`config.mk`:
```
export PLATFORM = sky130hd
export DESIGN_NAME = alu_sequencer
export DESIGN_NICKNAME = d
export VERILOG_FILES = /design/src/rtl/alu_pkg.sv /design/src/rtl/alu_core.sv /design/src/rtl/alu_sequencer.sv
export SDC_FILE = /design/constraint.sdc
export NUM_CORES = 1
export LEC_CHECK = 0
export ABC_CLOCK_PERIOD_IN_PS = 3750
export BUFFER_PORTS_ARGS = -buffer_cell sky130_fd_sc_hd__buf_4
export CAP_MARGIN = 20
export CORE_MARGIN = 3
export CORE_UTILIZATION = 40
export DETAILED_ROUTE_END_ITERATION = 12
export GPL_TIMING_DRIVEN = 1
export HOLD_SLACK_MARGIN = 0.02
export PLACE_DENSITY = 0.64
export RECOVER_POWER = 50
export SYNTH_ARGS = -nofsm -noshare
export SYNTH_HDL_FRONTEND = slang
export SYNTH_HIERARCHICAL = 1
export SYNTH_SLANG_ARGS = --single-unit
```
`constraint.sdc`:
```
create_clock -name clk -period 3.75 [get_ports clk]
set_clock_uncertainty 0.2 [all_clocks]
set_input_delay 0 -clock clk [delete_from_list [all_inputs] [get_ports clk]]
set_output_delay 0 -clock clk [all_outputs]
set_load 0.02 [all_outputs]
```
`src/rtl/alu_pkg.sv`:
```
// Shared types for the ALU sequencer.
//   op_e    : 2-bit operation code carried on cmd_op
//   state_e : sequencer FSM state
package alu_pkg;

    typedef enum logic [1:0] {
        OpAdd = 2'b00,
        OpSub = 2'b01,
        OpAnd = 2'b10,
        OpOr  = 2'b11
    } op_e;

    typedef enum logic [1:0] {
        StIdle  = 2'b00,
        StAccum = 2'b01,
        StDone  = 2'b10
    } state_e;

endpackage

```
`src/rtl/alu_core.sv`:
```
// Combinational 8-bit operator.
// Ports:
//   op  : operation code (see alu_pkg::op_e)
//   a   : left operand (accumulator)
//   b   : right operand (incoming beat data)
//   out : result, modulo 256 for add/sub, bitwise for and/or
module alu_core
    import alu_pkg::*;
(
    input  logic [1:0] op,
    input  logic [7:0] a,
    input  logic [7:0] b,
    output logic [7:0] out
);

    always_comb begin
        out = 8'h00;
        unique case (op_e'(op))
            OpAdd: out = a + b;
            OpSub: out = a - b;
            OpAnd: out = a & b;
            OpOr:  out = a | b;
            default: out = 8'h00;
        endcase
    end

endmodule

```
`src/rtl/alu_sequencer.sv`:
```
// Packet accumulator: the first beat of a packet loads the accumulator, each
// later beat folds its operand in with the selected operation, and the result
// is presented with a saturating beat count once the last beat is taken.
// Ports:
//   clk, rst                       : clock, asynchronous active-high reset
//   cmd_valid/cmd_ready            : command beat handshake
//   cmd_op, cmd_data, cmd_last     : beat operation, operand, end-of-packet
//   res_valid/res_ready            : result handshake
//   res_data, res_count            : accumulated value, beat count
module alu_sequencer
    import alu_pkg::*;
#(
    parameter int unsigned CNT_W = 4
) (
    input  logic             clk,
    input  logic             rst,
    input  logic             cmd_valid,
    output logic             cmd_ready,
    input  logic [1:0]       cmd_op,
    input  logic [7:0]       cmd_data,
    input  logic             cmd_last,
    output logic             res_valid,
    input  logic             res_ready,
    output logic [7:0]       res_data,
    output logic [CNT_W-1:0] res_count
);

    localparam logic [CNT_W-1:0] CntMax = '1;
    localparam logic [CNT_W-1:0] CntOne = CNT_W'(1);

    state_e           state;
    logic [7:0]       acc;
    logic [CNT_W-1:0] count;
    logic [7:0]       alu_out;

    alu_core u_alu_core (
        .op  (cmd_op),
        .a   (acc),
        .b   (cmd_data),
        .out (alu_out)
    );

    always_ff @(posedge clk or posedge rst) begin
        if (rst) begin
            state <= StIdle;
            acc   <= 8'h00;
            count <= '0;
        end else begin
            case (state)
                StIdle: begin
                    // First beat: operand loads directly, cmd_op is ignored
                    if (cmd_valid) begin
                        acc   <= cmd_data;
                        count <= CntOne;
                        state <= cmd_last ? StDone : StAccum;
                    end
                end
                StAccum: begin
                    if (cmd_valid) begin
                        acc <= alu_out;
                        if (count != CntMax) begin
                            count <= count + CntOne;
                        end
                        if (cmd_last) begin
                            state <= StDone;
                        end
                    end
                end
                StDone: begin
                    // acc/count held until the result is taken
                    if (res_ready) begin
                        state <= StIdle;
                    end
                end
                default: state <= StIdle;
            endcase
        end
    end

    assign cmd_ready = (state != StDone);
    assign res_valid = (state == StDone);
    assign res_data  = acc;
    assign res_count = count;

endmodule

```
==> run metrics, run 1 <==
syn avg cell area=roughly 8.6 um2; number of synthesized flops with an enable pin=0; slowest CP cell=dlygate4sd3_1; Initial Util=between 40% and 50%; final WL=between 3000 and 4000 um; Crit Path Max Fanout=5; Max-cap violations=0; clock sinks=14; die area=between 0.004 and 0.005 mm2; Vert. Die Dim=65.69 um; LEAKAGE=a little over 0.8 nW; RR Endpoint=res_data[6]; Tmin final=2985 ps; slowest cell delay on critical path=530 ps; DR DRC count=0; Clock Latency Late Sink=270 ps; # setup viols final=0; Rows=21; hpwl dp=2526 um; first-pass GRT wire length=5520 um; post-synthesis cell count=166; fin cells=around 250; share of cells above drive strength 1=16.91%; RSZ-0062 raised after global routing=no; Req. time, crit path=~3700 ps; slew margin rel.=63.36%; Final Hold Fails=0; nets=about 240; Final Wtd Congestion=roughly 0.84; crit start category=primary input; Area growth syn-to-layout=26.25%; synth cell count leaders=nand2_1, o21ai_0, dfrtp_1, inv_1, mux2i_1; status=completed; share of the synthesized area in the top cell type=24.58%; average via count per standard cell=5.174; number of global-route vias before repair=1233; CTS Buffer Depth=2; top-count cell post-synth=nand2_1; RR Startpoint=res_data[0]; final period utilization=79.61%; initial antenna violation count=0; Synth cell types=38; Pwr Density=around 460 mW/mm2; ranking of synthesized cells by area=dfrtp_1, ha_1, mux2i_1; Reg clk slew, reported paths=80 ps; HP Class=primary input to flop; Final Util=roughly 53%; antenna cell count=0; internal reg-to-reg setup slack=1060 ps; fin. max-slew vios=0; clock buffer count from CTS=3; Worst-Margin Slew=549.6 ps; I/O pin count=29; via count=~1300; DR WL/cell=12.61 um; VDD IR max=~0.3 mV; Seq/Total Area, Yosys=24.58%; crit end category=flop; Synth Net Count=just under 200; Hold EP=res_data[0]; mapped cell area=0.001425 mm2; Core Area=about 0.0034 mm2; Tot Pwr=0.0008196 W; drt pass-1 iters=4; Worst Min Path Start=cmd_op[1]; root buf cell=clkbuf_4; Synth area leader=dfrtp_1; Filler Cells Inserted=between 300 and 400; reg2reg path depth=12; Setup crit start=cmd_data[0]; ANT nets after route=0; CTS tree=yes; yosys warns=6; Hold Path Cell Cnt=4; fraction of registers with async set/reset=100.0%; largest net degree at the start of global routing=19; final setup TNS=0 ps; Main synth FF type=dfrtp_1; Synth Register Bits=14; Total GRT Usage=16.12%; Placed Instances=between 200 and 250; port buffer count=28; worst endpoint data arrival time=2930 ps; fmax=335.0 MHz; total grt overflow=0; critical path class=primary input to flop; H-tree levels=1; critical-path cell list=dlygate4sd3_1 -> buf_4 -> inv_1 -> ha_1 -> mux2i_1 -> ha_1 -> nor2b_1 -> o2111ai_1 -> nand3_1 -> a2111oi_2 -> nor3b_1 -> o311a_1 -> mux2i_1 -> o21ai_0; initial drt markers=70; Die X=65.69 um
-- power by group --
| part | leakage (nW) | total [W] | internal (W) | switching [W] |
|---|---|---|---|---|
| Sequential | 0.174 | 0.000248 | 0.000189 | 0.0000588 |
| Combinational | 0.621 | 0.000468 | 0.000213 | 0.000255 |
| Clock | 0.0210 | 0.000104 | 0.0000590 | 0.0000448 |
| Total | 0.816 | 0.000820 | 0.000461 | 0.000358 |
-- logic make-up after synthesis --
group           share of synthesized area, %
buf+inv                                6.935
fa+ha+maj                              15.28
simple gates                           18.00
compound gates                         17.03
flops                                  24.58
xor+xnor                               7.375
mux                                    10.80
-- stage by stage --
step / area [um2] / setup WS (ps) / hold WS [ps]
final: 1799 / 764.6 / 74.53
after CTS: 1826 / 766.9 / 70.06
after detailed placement: 1639 / 987.0 / -124.0
after floorplan: 1425 / 1276 / -310.8
after global routing: 1799 / 519.1 / 144.2
after global placement: 1639 / 1082 / -132.4
-- cell type report --
type / instances / area, um2 / share of cell area (%)
clock buffers: 4 / 36.28 / 2.017
inverters: 12 / 45.04 / 2.503
multi-input cells: 134 / 975.9 / 54.24
flip-flops and latches: 14 / 350.3 / 19.47
well taps: 46 / 57.56 / 3.199
repair buffers: 43 / 334.1 / 18.57
-- cells in the final DEF (no fill, tap or decap), drive strengths merged, types with 2 or more instances in the layout --
cell type	n
ha	11
nand3	3
inv	12
nand2b	2
xor2	2
dfrtp	14
a31oi	2
dlygate4sd3	15
o21ai	18
nand2	22
xnor2	10
buf	20
nor2	9
a21oi	8
nor3	4
clkbuf	12
nor2b	6
mux2i	12
maj3	6
mux2	3
a21o	2
-- layer usage --
| metal | track usage [%] | vias to the layer above | part of all wire [%] |
|---|---|---|---|
| li1 | - | 662 | - |
| met1 | 21.07 | 612 | 47 |
| met2 | 27.91 | 33 | 48 |
| met3 | 1.026 | 2 | 4.3 |
| met4 | 5.440 | 0 | 0.63 |
| met5 | 0 | - | 0 |
-- repair_timing --
| item | 4_1_cts | 5_1_grt |
|---|---|---|
| resized for setup | 0 | 0 |
| hold buffers | 15 | 0 |
| buffers inserted | 0 | 0 |
| endpoints found under the hold margin | 26 | 0 |
-- how the worst max path moves through the flow --
stage	end	slack [ps]	cells after the start
6_report	res_data[7]	760	14
5_1_grt	res_data[7]	520	14
4_1_cts	res_data[7]	770	14
3_5_place_dp	res_data[7]	990	12
3_3_place_gp	res_data[7]	1080	12
2_1_floorplan	res_data[6]	1280	12
-- worst max-delay path, delay by kind of cell --
family,cells,cell delay (ps)
multiplexers,2,360
buffers and inverters,3,710
AO/OA/AOI/OAI,4,850
AND/OR/NAND/NOR,3,430
adder cells (fa/ha/maj),2,570
-- sequential cells by signal, summed over array words and instances, names as in the netlist --
name       count
res_count      4
res_data       8
state          2
Power figures use the tool's default switching activity.
==> run 2, diff against run 1 <==
ABC_CLOCK_PERIOD_IN_PS = 2440   (was 3750)
PLACE_DENSITY = 0.67   (was 0.64)
clock period = 2.44 ns   (was 3.75 ns; I/O delays follow)
==> run metrics, run 2 (synthesized netlist as in run 1, its figures left out) <==
fin cells=279 (was 253); Tmin final=around 2500 ps; Final Wtd Congestion=0.8598 (was 0.8430); RSZ-0062 raised after global routing=yes (was no); crit end category=flop (unchanged); final period utilization=101.0%; share of cells above drive strength 1=31.33% (was 16.91%); antenna cell count=0 (unchanged); nets=261 (was 235); H-tree levels=1 (unchanged); Tot Pwr=0.001421 W (was 0.0008196 W); VDD IR max=0.3849 mV (was 0.2944 mV); final WL=3755 um (was 3191 um); Pwr Density=695.1 mW/mm2 (was 455.5 mW/mm2); worst endpoint data arrival time=2420 ps (was 2930 ps); clock buffer count from CTS=3 (unchanged); slew margin rel.=65.91% (was 63.36%); sum of buffers and inverters on the critical path=2 (was 3); fin. max-slew vios=0 (unchanged); Rows=21 (unchanged); crit start category=flop (was primary input); Req. time, crit path=2390 ps (was 3690 ps); Worst-Margin Slew=510.7 ps (was 549.6 ps); port buffer count=28 (unchanged); slowest cell delay on critical path=410 ps (was 530 ps); commonest non-fill, non-tap cell in the layout=buf_4 (was nand2_1); initial drt markers=37 (was 70); via count=1465 (was 1309); Final Hold Fails=0 (unchanged); Initial Util=42.05% (unchanged); final instance area=0.002044 mm2 (was 0.001799 mm2); Filler Cells Inserted=288 (was 325); first-pass GRT wire length=6334 um (was 5520 um); DR DRC count=0 (unchanged); critical-path cell list=inv_2 -> ha_4 -> inv_2 -> fa_2 -> a21o_1 -> a21oi_2 -> o21bai_1 -> a21oi_2 -> xor2_1 -> o21ai_1 -> mux2i_1 -> o21ai_1 (was dlygate4sd3_1 -> buf_4 -> inv_1 -> ha_1 -> mux2i_1 -> ha_1 -> nor2b_1 -> o2111ai_1 -> nand3_1 -> a2111oi_2 -> nor3b_1 -> o311a_1 -> mux2i_1 -> o21ai_0); slowest CP cell=dfrtp_2 (was dlygate4sd3_1); clock sinks=14 (unchanged); Placed Instances=256 (was 234); Reg area=352.8 um2 (was 350.3 um2); Area growth syn-to-layout=43.46% (was 26.25%); max reg flops=8 (unchanged); Crit Path Max Fanout=2 (was 5); Max-cap violations=0 (unchanged); number of global-route vias before repair=1468 (was 1233); drt pass-1 iters=4 (unchanged); area of the multi-input gates=0.001010 mm2 (was 975.9 um2); average via count per standard cell=5.251 (was 5.174); ANT nets after route=0 (unchanged); fmax=roughly 410 MHz; CTS Buffer Depth=2 (unchanged); status=finished with violations (was completed); Post-DP Area=0.001809 mm2 (was 0.001639 mm2); commonest non-fill, non-tap cells in the layout=buf_4, nand2_1, o21ai_0, dlygate4sd3_1 (was nand2_1, buf_4, o21ai_0, dlygate4sd3_1, dfrtp_1); initial antenna violation count=0 (unchanged); # setup viols final=1 (was 0); critical path class=flop to flop (was primary input to flop); final setup TNS=-24.18 ps (was 0 ps); Reg clk slew, reported paths=80 ps (about the same); HP Class=primary input to async pin (was primary input to flop); largest net degree at the start of global routing=18 (was 19); failing checks=setup timing; total grt overflow=0 (unchanged); die area=0.004315 mm2 (unchanged); DR WL/cell=13.46 um (was 12.61 um); final worst slack=-24.18 ps (was 764.6 ps); CTS tree=yes (unchanged); Die X=65.69 um (unchanged); Total GRT Usage=18.28% (was 16.12%); Core Area=0.003390 mm2 (unchanged); root buf cell=clkbuf_4 (unchanged); I/O pin count=29 (unchanged); Vert. Die Dim=65.69 um (unchanged); Clock Latency Late Sink=270 ps (about the same); Crit path max-delay family=compound AO/OA/AOI/OAI gates (unchanged); Hold WS=113.2 ps (was 74.53 ps); hpwl dp=2799 um (was 2526 um); LEAKAGE=0.9618 nW (was 0.8160 nW)
-- run 2: timing repair --
action	CTS	global route
buffers inserted	1	3
hold buffers	15	0
endpoints found under the setup margin	2	3
resized for setup	5	8
pin swaps	3	7
hold endpoints to repair	26	0
-- run 2: final timing paths --
| path | slack [ps] | start | cells after the start | to |
|---|---|---|---|---|
| max reg2reg | -20 | res_data[0] | 12 | res_data[6] |
| min reg2reg | 370 | state[1] | 1 | state[0] |
| max | -20 | res_data[0] | 12 | res_data[6] |
| min | 110 | rst | 3 | res_count[2] |
| min in group clk | 170 | cmd_data[0] | 5 | res_data[0] |
| max in group asynchronous | 1550 | rst | 3 | res_data[1] |
-- run 2: tightest hold or removal path, cell delays in order --
cell and delay (ps):
dlygate4sd3_1 540, clkbuf_4 130, inv_1 370
-- run 2: report_power, final --
group	switching [W]	internal [W]	total (W)
sequential	0.0000778	0.000293	0.000371
combinational	0.000451	0.000439	0.000890
clock	0.0000695	0.0000907	0.000160
-- run 2: cell type report --
class,count,area share [%]
tap,46,2.815
inverter,12,2.203
multi-input combinational,134,49.39
sequential,14,17.26
clock buffer,4,1.775
timing repair buffer,69,26.56
-- run 2: metal layers --
layer | global-route usage [%] | wire length, um | up-vias
li1 | - | - | 712
met1 | 23.42 | 1587 | 700
met2 | 34.04 | 1925 | 51
met3 | 1.197 | 235 | 2
met4 | 2.332 | 7 | 0
met5 | 0 | 0 | -
-- run 2: stage by stage --
stage / utilization [%] / setup WS, ps
3_5_place_dp: 53.38 / -253.1
6_report: 60.32 / -24.18
2_1_floorplan: - / 3.764
4_1_cts: 59.47 / 3.223
3_3_place_gp: 53.38 / -107.2
5_1_grt: 60.32 / -127.8
==> run 3, diff against run 2 <==
CAP_MARGIN = not set   (was 20)
REMOVE_ABC_BUFFERS = 1   (was not set)
==> run metrics, run 3 (synthesized netlist as in run 1, its figures left out) <==
status=finished with violations (unchanged); failing checks=setup timing (unchanged); Initial Util=42.05% (unchanged); Pwr Density=680.6 mW/mm2 (was 695.1 mW/mm2); commonest non-fill, non-tap cells in the layout=buf_4, nand2_1, o21ai_0, dlygate4sd3_1, dfrtp_1 (was buf_4, nand2_1, o21ai_0, dlygate4sd3_1); Die X=65.69 um (unchanged); WL met1=1554 um (was 1587 um); slowest cell delay on critical path=390 ps (was 410 ps); portion of total power attributed to sequential cells=26.7% (was 26.1%); initial drt markers=55 (was 37); hpwl dp=2763 um (was 2799 um); DR WL/cell=13.55 um (was 13.46 um); Req. time, crit path=2390 ps (about the same); sum of buffers and inverters on the critical path=2 (unchanged); crit start category=flop (unchanged); Clock Latency Late Sink=280 ps (was 270 ps); fmax=407.6 MHz (was 405.8 MHz); slew margin rel.=64.49% (was 65.91%); antenna cell count=0 (unchanged); root buf cell=clkbuf_4 (unchanged); worst endpoint data arrival time=2400 ps (was 2420 ps); I/O pin count=29 (unchanged); Crit Path Max Fanout=2 (unchanged); DR DRC count=0 (unchanged); via count=1420 (was 1465); LEAKAGE=0.9460 nW (was 0.9618 nW); met3 WL=133 um (was 235 um); met2 WL post-DR=2009 um (was 1925 um); Crit path max-delay family=compound AO/OA/AOI/OAI gates (unchanged); commonest non-fill, non-tap cell in the layout=buf_4 (unchanged); RSZ-0062 raised after global routing=yes (unchanged); CTS tree=yes (unchanged); Hold WS=110.0 ps (was 113.2 ps); Max Used Layer=met4 (unchanged); Sw Pwr=0.0005937 W (was 0.0005986 W); slowest CP cell=dfrtp_1 (was dfrtp_2); drt pass-1 iters=4 (unchanged); VDD IR max=0.3650 mV (was 0.3849 mV); final WL=3767 um (was 3755 um); critical-path cell list=inv_2 -> ha_4 -> inv_2 -> fa_2 -> a21o_1 -> a21oi_2 -> o21bai_1 -> a21oi_2 -> xor2_1 -> o21ai_1 -> mux2i_1 -> o21ai_1 (unchanged); final worst slack=-13.11 ps (was -24.18 ps); crit end category=flop (unchanged); average via count per standard cell=5.108 (was 5.251); critical path class=flop to flop (unchanged); internal power=0.0007875 W (was 0.0008225 W); port buffer count=28 (unchanged); die area=0.004315 mm2 (unchanged); Area growth syn-to-layout=42.41% (was 43.46%); max reg flops=8 (unchanged); ANT nets after route=0 (unchanged); sw frac=42.98% (was 42.12%); Rows=21 (unchanged); Clock Power Share=9.3% (was 11.3%); Core Area=0.003390 mm2 (unchanged); fin. max-slew vios=0 (unchanged); # setup viols final=1 (unchanged); number of global-route vias before repair=1351 (was 1468); Final Hold Fails=0 (unchanged); Max-cap violations=0 (unchanged); Filler Cells Inserted=317 (was 288); H-tree levels=1 (unchanged); initial antenna violation count=0 (unchanged); Logic pwr share=63.9% (was 62.7%); final period utilization=100.5% (was 101.0%); Total GRT Usage=18.45% (was 18.28%); Tmin final=2453 ps (was 2464 ps); largest net degree at the start of global routing=18 (unchanged); Worst-Margin Slew=532.1 ps (was 510.7 ps); nets=261 (unchanged); share of cells above drive strength 1=31.03% (was 31.33%); clock sinks=14 (unchanged); final setup TNS=-13.11 ps (was -24.18 ps); clock buffer count from CTS=3 (unchanged); CTS Buffer Depth=2 (unchanged); Reg clk slew, reported paths=80 ps (about the same); Final Wtd Congestion=0.8354 (was 0.8598); first-pass GRT wire length=6237 um (was 6334 um); HP Class=primary input to async pin (unchanged); Vert. Die Dim=65.69 um (unchanged); total grt overflow=0 (unchanged)
==> run 3: cell types whose count changed in the layout (fill, tap and decap cells not counted), sizes merged <==
cell          delta
dlygate4sd3      +1
dlymetal6s4s     -1
buf              -1
==> run 3: timing repair <==
action                                  CTS  global route
resized for setup                         5            10
pin swaps                                 6            11
hold buffers                             15             0
buffers inserted                          2             1
endpoints found under the setup margin    1             2
endpoints found under the hold margin    26             0
==> run 3: through the flow <==
| step | util [%] | total power, W | setup WS (ps) | cell area [um2] | instances |
|---|---|---|---|---|---|
| floorplan | - | 0.0008708 | -37.01 | 1371 | 160 |
| global placement | 53.45 | 0.001172 | -76.51 | 1812 | 257 |
| detailed placement | 53.45 | 0.001196 | -182.2 | 1812 | 257 |
| CTS | 59.25 | 0.001369 | 3.124 | 2008 | 277 |
| global route | 59.87 | 0.001503 | -130.7 | 2029 | 278 |
| finish | 59.87 | 0.001381 | -13.11 | 2029 | 278 |
==> run 3: layout make-up <==
| class | count | area [um2] | share of cell area, % |
|---|---|---|---|
| multi-input combinational | 134 | 1020 | 50.25 |
| timing repair buffer | 69 | 533.0 | 26.26 |
| sequential | 14 | 351.6 | 17.32 |
| tap | 46 | 57.56 | 2.836 |
| inverter | 12 | 45.04 | 2.219 |
| clock buffer | 3 | 22.52 | 1.110 |
==> run 3: per-layer routing <==
layer	GRT usage, %	vias to the layer above
met5	0	-
met3	2.906	10
li1	-	711
met1	20.55	664
met4	5.959	0
met2	35.04	35
==> run 3: power by group through the flow <==
stage | sequential [W] | combinational, W | clock [W]
detailed placement | 0.000375 | 0.000821 | 0
global placement | 0.000371 | 0.000801 | 0
CTS | 0.000371 | 0.000865 | 0.000133
finish | 0.000369 | 0.000883 | 0.000129
global route | 0.000380 | 0.000979 | 0.000144
floorplan | 0.000436 | 0.000435 | 0
==> run 3: worst reg2reg max path, cell delays in order, from the launching register on <==
cell and delay, ps:
dfrtp_1 390, inv_2 80, ha_4 140, inv_2 40
fa_2 330, a21o_1 200, a21oi_2 150, o21bai_1 120
a21oi_2 170, xor2_1 200, o21ai_1 100, mux2i_1 140
o21ai_1 70
==> run 3: path summary, 6_finish.rpt <==
path / from / end / slack (ps) / cells after the start
max: res_data[0] / res_data[6] / -10 / 12
max in group asynchronous: rst / res_data[1] / 1550 / 3
min: rst / state[0] / 110 / 3
min reg2reg: res_count[1] / res_count[1] / 370 / 2
min in group clk: cmd_data[5] / res_data[5] / 140 / 6
max reg2reg: res_data[0] / res_data[6] / -10 / 12
